==> src/rtl/cpu_run_ctrl.sv <==
`default_nettype none
// ============================================================================
// Module   : cpu_run_ctrl
// Brief    : Run/halt/single-step sequencer with PC breakpoint, halt-on-syscall
//            and instret/cycle performance counters for the single-cycle CPU.
// Revision : 1.0
// ============================================================================
module cpu_run_ctrl #(
    parameter int STEPW        = 16,
    parameter bit SYSCALL_HALT = 1'b1
) (
    input  logic             clock,
    input  logic             resetn,
    input  logic             run_req,
    input  logic             halt_req,
    input  logic             step_req,
    input  logic [STEPW-1:0] step_count,
    input  logic             bp_en,
    input  logic [31:0]      bp_addr,
    input  logic [31:0]      pc,
    input  logic [31:0]      inst,
    output logic             cpu_en,
    output logic [1:0]       state,
    output logic [1:0]       halt_cause,
    output logic [31:0]      instret,
    output logic [31:0]      cycle_cnt
);

    typedef enum logic [1:0] {
        ST_HALT  = 2'b00,
        ST_RUN   = 2'b01,
        ST_STEP  = 2'b10,
        ST_BREAK = 2'b11
    } state_t;

    localparam logic [1:0] C_CAUSE_HOST    = 2'b00;
    localparam logic [1:0] C_CAUSE_STEP    = 2'b01;
    localparam logic [1:0] C_CAUSE_BP      = 2'b10;
    localparam logic [1:0] C_CAUSE_SC      = 2'b11;
    localparam logic [5:0] C_FUNCT_SYSCALL = 6'b001100;

    state_t             state_q, state_d;
    logic [1:0]         halt_cause_q, halt_cause_d;
    logic [STEPW-1:0]   step_left_q, step_left_d;
    logic               bp_skip_q, bp_skip_d;
    logic [31:0]        instret_q, instret_d;
    logic [31:0]        cycle_cnt_q, cycle_cnt_d;

    logic               w_active;
    logic               w_pc_hit;
    logic               w_bp;
    logic               w_sc;
    logic               w_cpu_en;

    always_comb begin
        w_active = (state_q == ST_RUN) || (state_q == ST_STEP);
        w_pc_hit = (pc == bp_addr);
        w_bp     = bp_en && w_pc_hit && !bp_skip_q;
        w_sc     = SYSCALL_HALT && (inst[31:26] == 6'd0) && (inst[5:0] == C_FUNCT_SYSCALL);
        // Held low during reset so nothing retires while the sequencer is initialising.
        w_cpu_en = resetn && w_active && !halt_req && !w_bp && !w_sc;
    end

    always_comb begin
        state_d      = state_q;
        halt_cause_d = halt_cause_q;
        step_left_d  = step_left_q;
        bp_skip_d    = bp_skip_q;

        if (w_active) begin
            if (halt_req) begin
                state_d      = ST_HALT;
                halt_cause_d = C_CAUSE_HOST;
            end else if (w_bp) begin
                state_d      = ST_BREAK;
                halt_cause_d = C_CAUSE_BP;
            end else if (w_sc) begin
                state_d      = ST_HALT;
                halt_cause_d = C_CAUSE_SC;
            end else if (state_q == ST_STEP) begin
                step_left_d = step_left_q - STEPW'(1);
                if (step_left_q == STEPW'(1)) begin
                    state_d      = ST_HALT;
                    halt_cause_d = C_CAUSE_STEP;
                end
            end
        end else if (!halt_req) begin
            if (run_req) begin
                state_d = ST_RUN;
            end else if (step_req && (step_count != '0)) begin
                state_d     = ST_STEP;
                step_left_d = step_count;
            end
        end

        // Skip flag lets the instruction sitting on the breakpoint retire once on resume.
        if (w_cpu_en) begin
            bp_skip_d = 1'b0;
        end
        if (w_active && ((state_d == ST_HALT) || (state_d == ST_BREAK))) begin
            bp_skip_d = 1'b0;
        end
        if ((state_q == ST_BREAK) && (state_d != ST_BREAK)) begin
            bp_skip_d = 1'b1;
        end
        if ((state_q == ST_HALT) && (state_d != ST_HALT) && w_pc_hit) begin
            bp_skip_d = 1'b1;
        end

        instret_d   = instret_q + {31'd0, w_cpu_en};
        cycle_cnt_d = cycle_cnt_q + 32'd1;
    end

    always_ff @(posedge clock) begin
        if (!resetn) begin
            state_q      <= ST_HALT;
            halt_cause_q <= C_CAUSE_HOST;
            step_left_q  <= '0;
            bp_skip_q    <= 1'b0;
            instret_q    <= 32'd0;
            cycle_cnt_q  <= 32'd0;
        end else begin
            state_q      <= state_d;
            halt_cause_q <= halt_cause_d;
            step_left_q  <= step_left_d;
            bp_skip_q    <= bp_skip_d;
            instret_q    <= instret_d;
            cycle_cnt_q  <= cycle_cnt_d;
        end
    end

    assign cpu_en     = w_cpu_en;
    assign state      = state_q;
    assign halt_cause = halt_cause_q;
    assign instret    = instret_q;
    assign cycle_cnt  = cycle_cnt_q;

endmodule
`default_nettype wire
==> config.mk <==
export PLATFORM = sky130hd
export DESIGN_NAME = cpu_run_ctrl
export DESIGN_NICKNAME = d
export VERILOG_FILES = /design/src/rtl/cpu_run_ctrl.sv
export SDC_FILE = /design/constraint.sdc
export NUM_CORES = 1
export LEC_CHECK = 0
export ABC_AREA = 1
export CORE_AREA = 10 10 106 127
export CTS_CLUSTER_DIAMETER = 80
export CTS_CLUSTER_SIZE = 12
export DETAILED_ROUTE_END_ITERATION = 6
export DIE_AREA = 0 0 116 137
export MAX_ROUTING_LAYER = met4
export PLACE_DENSITY = 0.85
export SETUP_SLACK_MARGIN = 0.2
export SYNTH_ARGS = -nofsm -noshare
export SYNTH_HDL_FRONTEND = slang
export SYNTH_SLANG_ARGS = --single-unit
==> constraint.sdc <==
create_clock -name clock -period 8.1 [get_ports clock]
set_input_delay 1.215 -clock clock [delete_from_list [all_inputs] [get_ports clock]]
set_output_delay 1.215 -clock clock [all_outputs]
set_load 0.03 [all_outputs]
# Word level (Yosys, flattened, before mapping)
# Index checks and enable logic that the tools add are counted.
[word_totals] out_inout_bits=69 ff_bits=85 wordCells=77
[classes] n_eq_ne=12 muxes=26 n_addsub=3 bitwise_logic=1 n_reduce_logical=29
[op_table] op="$mux W16" count=8
[op_table] op="$add A32 B1 Y32" count=1
[op_table] op="$add A32 B1 Y32 const B" count=1
[op_table] op="$eq A32 B32 Y1" count=1
[op_table] op="$mux W2" count=14
[op_table] op="$eq A16 B1 Y1 const B" count=1
[op_table] op="$reduce_bool A16 Y1" count=1
[op_table] op="$sub A16 B1 Y16 const B" count=1
[op_table] op="$logic_and A1 B1 Y1" count=12
[op_table] op="$reduce_bool A4 Y1" count=3
[op_table] op="$eq A2 B2 Y1 const B" count=3
[op_table] op="$eq A6 B4 Y1 const B" count=1
[op_table] op="$logic_not A6 Y1" count=1
[op_table] op="$ne A2 B2 Y1 const B" count=3
[op_table] op="$reduce_and A6 Y1" count=1
[op_table] op="$logic_not A1 Y1" count=4
[op_table] op="$logic_not A2 Y1" count=2
[op_table] op="$mux W1" count=4
[op_table] op="$ne A2 B1 Y1 const B" count=2
[op_table] op="$reduce_bool A2 Y1" count=2
[op_table] op="$reduce_and A3 Y1" count=1
[op_table] op="$eq A2 B1 Y1 const B" count=1
[op_table] op="$logic_or A1 B1 Y1" count=2
[op_table] op="$not A1 Y1" count=1

# Logic depth before layout (Yosys ltp)
# Gate-level depths: netlist (run 1).
[depth] ltp_word=13 depth_mapped=24 ltp_nobuf=24

# Least setup slack after synthesis (run 1)
# OpenSTA, ideal clock, no wires.
[synth_timing] path_kind="input-to-reg" startpoint="input port pc[27]" endpoint="register instret_q[28] (netlist: instret[28])" path_buffers=0 arrival_time_ps=3420 path_slack_ps=4566 setup_ps=115 t_required_ps=7985 stages=22 cell_sequence="inv_1 -> nand2_1 -> nand2_1 -> nand2_1 -> nor2_1 -> nand2_1 -> nor2_2 -> nand3_1 -> nand3_1 -> inv_1 -> ha_1 -> ha_1 -> nand2_1 -> nor2_2 -> nand2_1 -> nor2_1 -> nand2_1 -> nor2_1 -> nand3b_1 -> nor2_1 -> a21oi_1 -> o21a_1"
[synth_via] elab_chain_len=7
[synth_rtl] element="start: declaration" line="20" text="input logic [31:0] pc,"
[synth_rtl] element="$eq A32 B32 Y1" line="57" text="w_pc_hit = (pc == bp_addr);"
[synth_rtl] element="$logic_and A1 B1 Y1 (2 in series)" line="58" text="w_bp = bp_en && w_pc_hit && !bp_skip_q;"
[synth_rtl] element="$logic_not A1 Y1" line="61" text="w_cpu_en = resetn && w_active && !halt_req && !w_bp && !w_sc;"
[synth_rtl] element="$logic_and A1 B1 Y1 (2 in series)" line="61"
[synth_rtl] element="net cpu_en" line="22" text="output logic cpu_en,"
[synth_rtl] element="$add A32 B1 Y32" line="110" text="instret_d = instret_q + {31'd0, w_cpu_en};"
[synth_rtl] element="end signal: assignment" line="127" text="instret_q <= instret_d;"
[synth_rtl] element="end: declaration" line="46" text="logic [31:0] instret_q, instret_d;"
# The timed path passes the listed nets, and every way through them passes these cells.
# A chain may end at the register's enable or synchronous reset.

# Worst setup path in the final report (run 1)
[layout_timing] startpoint="input port bp_addr[10]" endpoint="output port cpu_en"
[layout_via] elab_chain_len=6
[layout_rtl] element="start: declaration" line="19" text="input logic [31:0] bp_addr,"
[layout_rtl] element="$eq A32 B32 Y1" line="57"
[layout_rtl] element="$logic_and A1 B1 Y1 (2 in series)" line="58"
[layout_rtl] element="$logic_not A1 Y1" line="61"
[layout_rtl] element="$logic_and A1 B1 Y1 (2 in series)" line="61"
[layout_rtl] element="end: declaration" line="22"
# Every way passes these cells.

==> impl_metrics.csv, run 1 <==
group,metric,value,unit
sta,setup_repair_after_global_routing_missed_its_margin,"no",
sta,fmax,218,MHz
worst_setup_path,cpLargestDelayFamily,"buffers and inverters",
synth,synth.most_common_cell,"sky130_fd_sc_hd__nand2_1",
worst_setup_path,path_buf_inv,3,
layout,post-route-cell-area,0.00735,mm^2
drt,wl_per_cell,13.5,um
pwr,power_density,149,mW/mm^2
drt,detailedRoute.firstPassIterationCount,4,
drt,num_vias,5608,
global_route,first_global_vias,5453,
layout,antenna-diode-count,0,
sta,timing.final.max_slew_violations,0,
sta,timing.final.setup_violations,0,
pwr,vdd_drop_max,99.5,uV
sta,finalWorstPathRequiredPeriod,4590,ps
worst_setup_path,worst_ep_required_time,6880,ps
layout,area_delta_synth_final,39.4,%
place,placed_area,0.00703,mm^2
pwr,switching_share,0.271,
worst_setup_path,crit_chain,"clkdlybuf4s50_1, xnor2_1, nand2_1, nor2_1, nand2_1, nor2_2, nand3_1, nand3_1, inv_1, clkdlybuf4s50_1",
floorplan,fp-row-count,42,
drt,drt-initial-drc-count,225,
global_route,number_of_antenna_violations_at_the_first_check_in_global_routing,0,
drt,remaining_drc_errors,0,
pwr,clkPwrFrac,0.412,
place,io_buffers,166,
clocking,cts_clock_pin_slew_for_the_worst_setup_and_hold_paths,60,ps
floorplan,die_area,0.0159,mm^2
sta,period_share,0.567,
floorplan,core_area,0.0109,mm^2
worst_setup_path,path_max_fanout,6,
pwr,seqPwrFrac,0.399,
clocking,cts-resized-gates,0,
clocking,tritoncts_clock_tree,"yes",
worst_setup_path,cp.arrival,3380,ps
worst_setup_path,slowest_delay,610,ps
pwr,reported_leakage_power,2.94,nW
floorplan,fp.dieW,116,um
synth,edff_count_synth,0,
worst_setup_path,critPathKind,"input pin to output port",
sta,setup-tns-final,0,ps
clocking,cts_max_path_buffers,2,
job,maxCapViolCount,0,
clocking,clock-root-buffer,"sky130_fd_sc_hd__clkbuf_16",
worst_setup_path,timing.critical_path.slowest_stage_cell,"sky130_fd_sc_hd__clkdlybuf4s50_1",
place,dp.final_hpwl,11800,um
synth,synthDominantAreaCellType,"sky130_fd_sc_hd__dfxtp_1",
synth,syn_nets,954,
floorplan,initial_utilization,0.482,
synth,syn-instance-count,824,
pwr,cell_internal_pwr,0.000798,W
layout,layout.nets,1117,
synth,yosysTopAreaCellShare,0.323,
floorplan,die_h,137,um
pwr,power.combinational.fraction,0.190,
global_route,global_route.overflow_total,0,
synth,seq_total_area_yosys,0.323,
floorplan,io_pins,187,
synth,synth_ff_type,"sky130_fd_sc_hd__dfxtp_1",
synth,synth_async_sr_flop_share,0,
sta,hold_viol_final,0,
global_route,gr-usage-all-layers,0.196,
drt,routed_wirelength,15200,um
drt,postRouteAntennaNets,0,
sta,tightest_slew,815,ps
synth,leading_post_synthesis_cells_by_cell_area,"sky130_fd_sc_hd__dfxtp_1, sky130_fd_sc_hd__nand2_1, sky130_fd_sc_hd__inv_1",
worst_hold_path,timing.hold.worst.class,"flop to flop",
sta,slew-limit-headroom,0.457,
synth,synthesized_cell_area,0.00527,mm^2
synth,postSynthAreaPerCell,6.40,um^2
drt,post_drt_via_cell_ratio,4.99,
sta,timing.hold.ws,475,ps
worst_setup_path,critical_path.endpoint_type,"output port",
clocking,cts.hold.buffers_added,0,
synth,synth-seq-cells,85,
clocking,cts_buffers,9,
worst_setup_path,setup.worst_path.start_class,"input pin",
pwr,p_sw,0.000297,W
sta,finClkSkew,12.1,ps
synth,synthesis_warning_total,0,
global_route,grt_pass1_wl,24800,um
pwr,power,0.00109,W
clocking,htree_num_levels,3,
clocking,cts.sinks,85,
global_route,grt_max_degree,44,
layout,share_of_cells_above_drive_strength_1,0.0494,
clocking,cts_post_setup_buffers_inserted,0,
clocking,worstSkewPairLatency,350,ps
synth,ys_types,42,
status,outcome,"finished clean",
place,place.gp.congestion,0.868,
synth,synthTopCellsByCount,"sky130_fd_sc_hd__nand2_1, sky130_fd_sc_hd__inv_1, sky130_fd_sc_hd__nor2_1, sky130_fd_sc_hd__dfxtp_1, sky130_fd_sc_hd__a21oi_1",
layout make-up:
class / count / area, um^2
Multi-Input combinational cell: 605 / 3040
Tap cell: 132 / 165
Timing Repair Buffer: 168 / 1680
Clock inverter: 6 / 93.8
Sequential cell: 85 / 1700
Inverter: 118 / 445
Fill cell: 970 / 3580
Clock buffer: 10 / 229
power groups by stage:
stage	Clock (W)	Sequential, W	Combinational (W)
4_1_cts	0.000456	0.000436	0.000209
3_5_place_dp	0	0.000446	0.000207
5_1_grt	0.000474	0.000438	0.000235
3_3_place_gp	0	0.000446	0.000203
6_report	0.000451	0.000436	0.000208
2_1_floorplan	0	0.000449	0.000123
through the flow:
step | cells | setup slack (ps) | utilization
3_5_place_dp | 1108 | 3470 | 0.643
5_1_grt | 1124 | 3290 | 0.673
2_1_floorplan | 824 | 4570 | -
3_3_place_gp | 1108 | 3490 | 0.643
4_1_cts | 1124 | 3470 | 0.673
6_report | 1124 | 3510 | 0.673
sequential cells by signal, indices dropped and copies added, names as in the netlist:
register and flops:
cycle_cnt 32, bp_skip_q 1, step_left_q 16, halt_cause 2, state 2, instret 32
metal layers:
| metal | share of wire | up-vias | global-route usage |
|---|---|---|---|
| met1 | 0.43 | 2479 | 0.215 |
| met3 | 0.064 | 19 | 0.0469 |
| met5 | 0 | - | - |
| met4 | 0.016 | 0 | 0.0682 |
| li1 | - | 2950 | - |
| met2 | 0.49 | 160 | 0.340 |
worst register-to-register path: cells and delay by family, from the launching register on:
family          cells  cell delay [ps]
flops               1              410
buf+inv             4              560
compound gates      2              200
fa+ha+maj           3             1140
simple gates       11             1610
cells in the final DEF, fill, tap and decap left out, types with 4 or more instances in the layout:
cell,synthesis,final
sky130_fd_sc_hd__nand2_1,217,217
sky130_fd_sc_hd__a21oi_1,51,51
sky130_fd_sc_hd__nor2_4,4,4
sky130_fd_sc_hd__nor2_1,108,108
sky130_fd_sc_hd__nor3_1,36,36
sky130_fd_sc_hd__xnor2_1,25,25
sky130_fd_sc_hd__o21a_1,7,7
sky130_fd_sc_hd__clkdlybuf4s50_1,0,166
sky130_fd_sc_hd__nand2_2,5,5
sky130_fd_sc_hd__xor2_1,4,4
sky130_fd_sc_hd__nand3_1,44,44
sky130_fd_sc_hd__nor4_1,6,6
sky130_fd_sc_hd__o21ai_1,5,5
sky130_fd_sc_hd__nor3_2,4,4
sky130_fd_sc_hd__nand4_1,10,10
sky130_fd_sc_hd__nor2_2,5,5
sky130_fd_sc_hd__inv_1,115,115
sky130_fd_sc_hd__o21ai_0,36,36
sky130_fd_sc_hd__clkbuf_16,0,9
sky130_fd_sc_hd__ha_1,12,12
sky130_fd_sc_hd__dfxtp_1,85,85
cells by family (layout without fill, tap and decap cells):
kind of cell,after synthesis,in the layout,synth area share
xor gates and xnor gates,29,29,0.0482
AOI/OAI and AO/OA,108,108,0.113
DFF,85,85,0.323
buffers and inverters,134,302,0.101
and+or+nand+nor,456,456,0.387
adders and majority gates,12,12,0.0285
worst paths after layout:
kind | startpoint | end | cells after the start | slack, ps
min | cycle_cnt[0] | cycle_cnt[0] | 1 | 470
max reg2reg | state[0] | instret[28] | 20 | 4120
max | bp_addr[10] | cpu_en | 10 | 3510
min reg2reg | cycle_cnt[0] | cycle_cnt[0] | 1 | 470
No activity file was read; power rests on OpenSTA's default activity.
==> run 2, diff against run 1 <==
--- a/config.mk
+++ b/config.mk
@@ -6,13 +6,13 @@
 export NUM_CORES = 1
 export LEC_CHECK = 0
 export ABC_AREA = 1
-export CORE_AREA = 10 10 106 127
+export CORE_AREA = 10 10 109 131
 export CTS_CLUSTER_DIAMETER = 80
 export CTS_CLUSTER_SIZE = 12
 export DETAILED_ROUTE_END_ITERATION = 6
-export DIE_AREA = 0 0 116 137
+export DIE_AREA = 0 0 119 141
 export MAX_ROUTING_LAYER = met4
-export PLACE_DENSITY = 0.85
+export PLACE_DENSITY = 0.8
 export SETUP_SLACK_MARGIN = 0.2
 export SYNTH_ARGS = -nofsm -noshare
 export SYNTH_HDL_FRONTEND = slang
==> constraint.sdc (replaced) <==
create_clock -name clock -period 4.4 [get_ports clock]
set_input_delay 0.66 -clock clock [delete_from_list [all_inputs] [get_ports clock]]
set_output_delay 0.66 -clock clock [all_outputs]
set_load 0.03 [all_outputs]
==> impl_metrics.csv, run 2 (same netlist as run 1, synthesis figures left out) <==
group,metric,value,unit
sta,hold_viol_final,0,
clocking,clock-root-buffer,"sky130_fd_sc_hd__clkbuf_16",
worst_setup_path,path_max_fanout,6,
global_route,global_route.overflow_total,0,
sta,setup_slack,878,ps
clocking,cts-resized-gates,0,
floorplan,initial_utilization,0.447,
drt,drt-initial-drc-count,261,
clocking,cts.sinks,85,
sta,slew-limit-headroom,0.633,
worst_setup_path,path_buf_inv,3,
drt,postRouteAntennaNets,0,
clocking,worstSkewPairLatency,340,ps
global_route,global_route.usage.met3,0.0435,
job,maxCapViolCount,0,
drt,wl_per_cell,12.9,um
global_route,number_of_antenna_violations_at_the_first_check_in_global_routing,0,
worst_setup_path,timing.critical_path.slowest_stage_cell,"sky130_fd_sc_hd__clkdlybuf4s50_1",
layout,area_delta_synth_final,40.7,%
place,place.gp.congestion,0.843,
floorplan,fp.dieW,119,um
place,io_buffers,166,
worst_setup_path,r2r_slack,1040,ps
layout,layout.nets,1118,
floorplan,die_area,0.0168,mm^2
layout,antenna-diode-count,0,
layout,share_of_cells_above_drive_strength_1,0.0504,
drt,routed_wirelength,14800,um
drt,post_drt_via_cell_ratio,4.84,
layout,layout_commonest_cell,"sky130_fd_sc_hd__nand2_1",
floorplan,io_pins,187,
worst_setup_path,slowest_delay,620,ps
floorplan,fp-row-count,44,
sta,setup-tns-final,0,ps
sta,tightest_slew,550,ps
global_route,top_usage_layer,"met2",
sta,period_share,0.800,
status,outcome,"finished clean",
worst_setup_path,crit_chain,"clkdlybuf4s50_1, xnor2_1, nand2_1, nor2_1, nand2_1, nor2_2, nand3_1, nand3_1, inv_1, clkdlybuf4s50_1",
sta,fmax,284,MHz
worst_setup_path,cpLargestDelayFamily,"buffers and inverters",
clocking,cts_max_path_buffers,2,
worst_setup_path,critPathKind,"input pin to output port",
layout,mostFrequentLayoutCells,"sky130_fd_sc_hd__nand2_1, sky130_fd_sc_hd__clkdlybuf4s50_1, sky130_fd_sc_hd__inv_1",
global_route,gr-usage-all-layers,0.180,
drt,remaining_drc_errors,0,
global_route,grt_max_degree,45,
clocking,tritoncts_clock_tree,"yes",
clocking,cts.hold.buffers_added,0,
global_route,first_global_vias,5271,
sta,timing.final.max_slew_violations,0,
drt,num_vias,5581,
worst_setup_path,setup.worst_path.start_class,"input pin",
worst_setup_path,cp.arrival,2860,ps
global_route,grt.met1_usage,0.202,
clocking,htree_num_levels,3,
drt,detailedRoute.firstPassIterationCount,5,
clocking,cts_buffers,9,
floorplan,die_h,141,um
clocking,cts_clock_pin_slew_for_the_worst_setup_and_hold_paths,60,ps
global_route,grt_pass1_wl,24700,um
sta,setup_repair_after_global_routing_missed_its_margin,"no",
worst_hold_path,timing.hold.worst.class,"flop to flop",
layout,post-route-cell-area,0.00742,mm^2
global_route,use_met2,0.315,
place,placed_area,0.00707,mm^2
layout,fill_cells,1107,
place,dp.final_hpwl,11700,um
pwr,power_density,278,mW/mm^2
sta,timing.hold.ws,461,ps
worst_setup_path,worst_ep_required_time,3740,ps
worst_setup_path,critical_path.endpoint_type,"output port",
place,dpl_worst_slack,590,ps
layout,finish.utilization,0.630,
pwr,vdd_drop_max,214,uV
floorplan,core_area,0.0118,mm^2
sta,finalWorstPathRequiredPeriod,3520,ps
sta,timing.final.setup_violations,0,
pwr,reported_leakage_power,2.96,nW
clocking,cts_post_setup_buffers_inserted,0,
sta,finClkSkew,6.99,ps
==> run 2: cell type report <==
class / instances / area (um^2) / share of cell area
timing repair buffer: 169 / 1680 / 0.227
multi-input combinational: 605 / 3040 / 0.410
inverter: 118 / 445 / 0.0600
clock buffer: 10 / 239 / 0.0322
tap: 161 / 201 / 0.0272
sequential: 85 / 1700 / 0.229
clock inverter: 5 / 108 / 0.0145
==> run 2: metrics by stage <==
step,power [W],cells
CTS,0.00208,1153
floorplan,0.00105,824
global route,0.00218,1153
detailed placement,0.00120,1138
global placement,0.00120,1138
finish,0.00206,1153
==> run 2: per-layer routing <==
metal | vias up | share of wire
met4 | 0 | 0.012
met3 | 21 | 0.057
met2 | 152 | 0.50
met1 | 2456 | 0.43
li1 | 2952 | -
met5 | - | 0
==> run 2: final timing paths <==
kind                                    from      endpoint  cells past startpoint
worst max-delay path                  pc[20]        cpu_en                     10
worst max register to register      state[0]   instret[28]                     20
worst min register to register  cycle_cnt[0]  cycle_cnt[0]                      1
worst min-delay path            cycle_cnt[0]  cycle_cnt[0]                      1
==> run 2: worst register-to-register path: cells and delay by family (launching register included) <==
kind                     cells  cell delay, ps
AND/OR/NAND/NOR             11            1540
adder cells (fa/ha/maj)      3             650
AO/OA/AOI/OAI                2             210
flip-flops                   1             410
buffers and inverters        4             440
==> run 2: where the power goes <==
part	internal [W]	switching (W)	total [W]
registers	0.000788	0.0000163	0.000804
clock network	0.000570	0.000308	0.000878
logic	0.000179	0.000203	0.000383
total	0.00154	0.000527	0.00206
==> run 3, diff against run 2 <==
--- a/config.mk
+++ b/config.mk
@@ -6,13 +6,13 @@
 export NUM_CORES = 1
 export LEC_CHECK = 0
 export ABC_AREA = 1
-export CORE_AREA = 10 10 109 131
+export CORE_AREA = 10 10 115 138
 export CTS_CLUSTER_DIAMETER = 80
 export CTS_CLUSTER_SIZE = 12
 export DETAILED_ROUTE_END_ITERATION = 6
-export DIE_AREA = 0 0 119 141
+export DIE_AREA = 0 0 125 148
 export MAX_ROUTING_LAYER = met4
-export PLACE_DENSITY = 0.8
+export PLACE_DENSITY = 0.76
 export SETUP_SLACK_MARGIN = 0.2
 export SYNTH_ARGS = -nofsm -noshare
 export SYNTH_HDL_FRONTEND = slang
==> constraint.sdc (replaced) <==
create_clock -name clock -period 3.2 [get_ports clock]
set_input_delay 0.48 -clock clock [delete_from_list [all_inputs] [get_ports clock]]
set_output_delay 0.48 -clock clock [all_outputs]
set_load 0.03 [all_outputs]
==> impl_metrics.csv, run 3 (same netlist as run 1, synthesis figures left out) <==
group,metric,value,unit
floorplan,die_h,148,um
sta,hold_viol_final,0,
layout,area_delta_synth_final,45.5,%
sta,setup-tns-final,0,ps
worst_setup_path,timing.critical_path.slowest_stage_cell,"sky130_fd_sc_hd__clkdlybuf4s50_1",
pwr,vdd_drop_max,254,uV
global_route,number_of_antenna_violations_at_the_first_check_in_global_routing,0,
clocking,htree_num_levels,3,
pwr,reported_leakage_power,3.14,nW
pwr,clkPwrFrac,0.378,
sta,setup_repair_after_global_routing_missed_its_margin,"yes",
drt,post_drt_via_cell_ratio,4.84,
floorplan,die_area,0.0185,mm^2
layout,layout_commonest_cell,"sky130_fd_sc_hd__nand2_1",
floorplan,core_area,0.0131,mm^2
pwr,seqPwrFrac,0.418,
worst_setup_path,path_max_fanout,4,
sta,finClkSkew,10.3,ps
worst_setup_path,critPathKind,"input pin to flop",
worst_setup_path,cp.arrival,3030,ps
global_route,first_global_vias,5304,
clocking,tritoncts_clock_tree,"yes",
drt,remaining_drc_errors,0,
sta,timing.hold.ws,458,ps
clocking,worstSkewPairLatency,340,ps
place,io_buffers,166,
drt,routed_wirelength,15800,um
layout,post-route-cell-area,0.00767,mm^2
place,dp.final_hpwl,12300,um
drt,wl_met3,833,um
worst_setup_path,critical_path.endpoint_type,"flop",
worst_hold_path,timing.hold.worst.class,"flop to flop",
clocking,cts_buffers,9,
pwr,switching_share,0.286,
sta,period_share,0.873,
global_route,grt_pass1_wl,25400,um
clocking,cts_max_path_buffers,2,
floorplan,fp.dieW,125,um
clocking,cts.sinks,85,
clocking,cts_clock_pin_slew_for_the_worst_setup_and_hold_paths,70,ps
worst_setup_path,setup.worst_path.start_class,"input pin",
drt,num_vias,5726,
layout,finish.utilization,0.584,
layout,layout.nets,1140,
pwr,cell_internal_pwr,0.00189,W
sta,slew-limit-headroom,0.658,
drt,met1Wirelength,7120,um
sta,finalWorstPathRequiredPeriod,2790,ps
sta,timing.final.setup_violations,0,
drt,drt-initial-drc-count,271,
worst_setup_path,slowest_delay,520,ps
drt,met2_wirelength,7710,um
pwr,p_sw,0.000758,W
layout,antenna-diode-count,0,
place,place.gp.congestion,0.866,
drt,wl_per_cell,13.3,um
floorplan,fp-row-count,46,
status,outcome,"finished clean",
drt,highest_layer_used_for_signal_routing,"met4",
global_route,grt_max_degree,43,
layout,mostFrequentLayoutCells,"sky130_fd_sc_hd__nand2_1, sky130_fd_sc_hd__clkdlybuf4s50_1, sky130_fd_sc_hd__inv_1",
global_route,gr-usage-all-layers,0.167,
worst_setup_path,cpLargestDelayFamily,"simple AND/OR/NAND/NOR gates",
place,dp_cells,1161,
sta,timing.final.max_slew_violations,0,
sta,tightest_slew,512,ps
layout,final-instance-count-excl-fill,1183,
drt,detailedRoute.firstPassIterationCount,4,
job,maxCapViolCount,0,
place,placed_area,0.00722,mm^2
pwr,power_density,345,mW/mm^2
worst_setup_path,worst_ep_required_time,3430,ps
drt,postRouteAntennaNets,0,
layout,share_of_cells_above_drive_strength_1,0.0926,
worst_setup_path,crit_chain,"clkdlybuf4s50_1, xnor2_1, nand2_1, nor2_1, nand2_1, nor2_2, nand3_2, nand3_2, inv_2, ha_4, ha_4, nand2_1, nor2_2, nand2_2, nor2_4, nand2_4, nor2_4, nand3b_1, nor2_2, buf_4, o21a_1",
global_route,global_route.overflow_total,0,
floorplan,io_pins,187,
pwr,power.combinational.fraction,0.204,
worst_setup_path,path_buf_inv,3,
sta,fmax,358,MHz
clocking,clock-root-buffer,"sky130_fd_sc_hd__clkbuf_16",
floorplan,initial_utilization,0.402,
==> run 3: changes by cell type in the layout (fill, tap and decap cells not counted), sizes merged <==
| cell | before | now |
|---|---|---|
| bufinv | 3 | 0 |
| clkdlybuf4s50 | 166 | 164 |
| clkinvlp | 0 | 2 |
| clkinv | 3 | 4 |
| buf | 3 | 26 |
| dlymetal6s2s | 0 | 1 |
| inv | 117 | 118 |
==> run 3: power groups by stage <==
stage | clock network [W] | logic, W | registers [W]
2_1_floorplan | 0 | 0.000313 | 0.00114
5_1_grt | 0.00106 | 0.000608 | 0.00111
6_report | 0.00100 | 0.000540 | 0.00111
3_3_place_gp | 0 | 0.000528 | 0.00113
3_5_place_dp | 0 | 0.000537 | 0.00113
4_1_cts | 0.00102 | 0.000540 | 0.00111
==> run 3: tightest hold or removal path: stages, from the launching register on <==
cell	delay, ps
sky130_fd_sc_hd__dfxtp_1	310
sky130_fd_sc_hd__nand3_1	70
sky130_fd_sc_hd__nand2_1	40
==> run 3: area by class of cell <==
class,instances,area (um^2)
clock buffer,10,239
clock inverter,6,46.3
fill,1273,5450
inverter,118,445
multi-input combinational,605,3160
sequential,85,1710
tap,168,210
timing repair buffer,191,1860
==> run 3: repair_timing <==
item                       4_1_cts  5_1_grt
hold buffers                     0        0
resized for setup                0       27
setup buffers                    0        6
setup endpoints to repair        0       14
==> run 3: layer usage <==
| metal | vias up | track usage |
|---|---|---|
| met5 | - | - |
| met4 | 0 | 0.0363 |
| met3 | 10 | 0.0372 |
| met2 | 152 | 0.290 |
| met1 | 2563 | 0.192 |
| li1 | 3001 | - |
==> run 3: final timing paths <==
check,startpoint,end,slack (ps),cells after the start
min reg2reg,halt_cause[1],halt_cause[1],460,2
min,halt_cause[1],halt_cause[1],460,2
max,pc[2],instret[28],410,21
max reg2reg,state[0],instret[28],440,20
==> run 3: through the flow <==
step	setup WS, ps	total power (W)
after CTS	239	0.00267
after detailed placement	-90.7	0.00167
final	407	0.00265
after floorplan	238	0.00145
after global routing	166	0.00278
after global placement	-43.8	0.00166
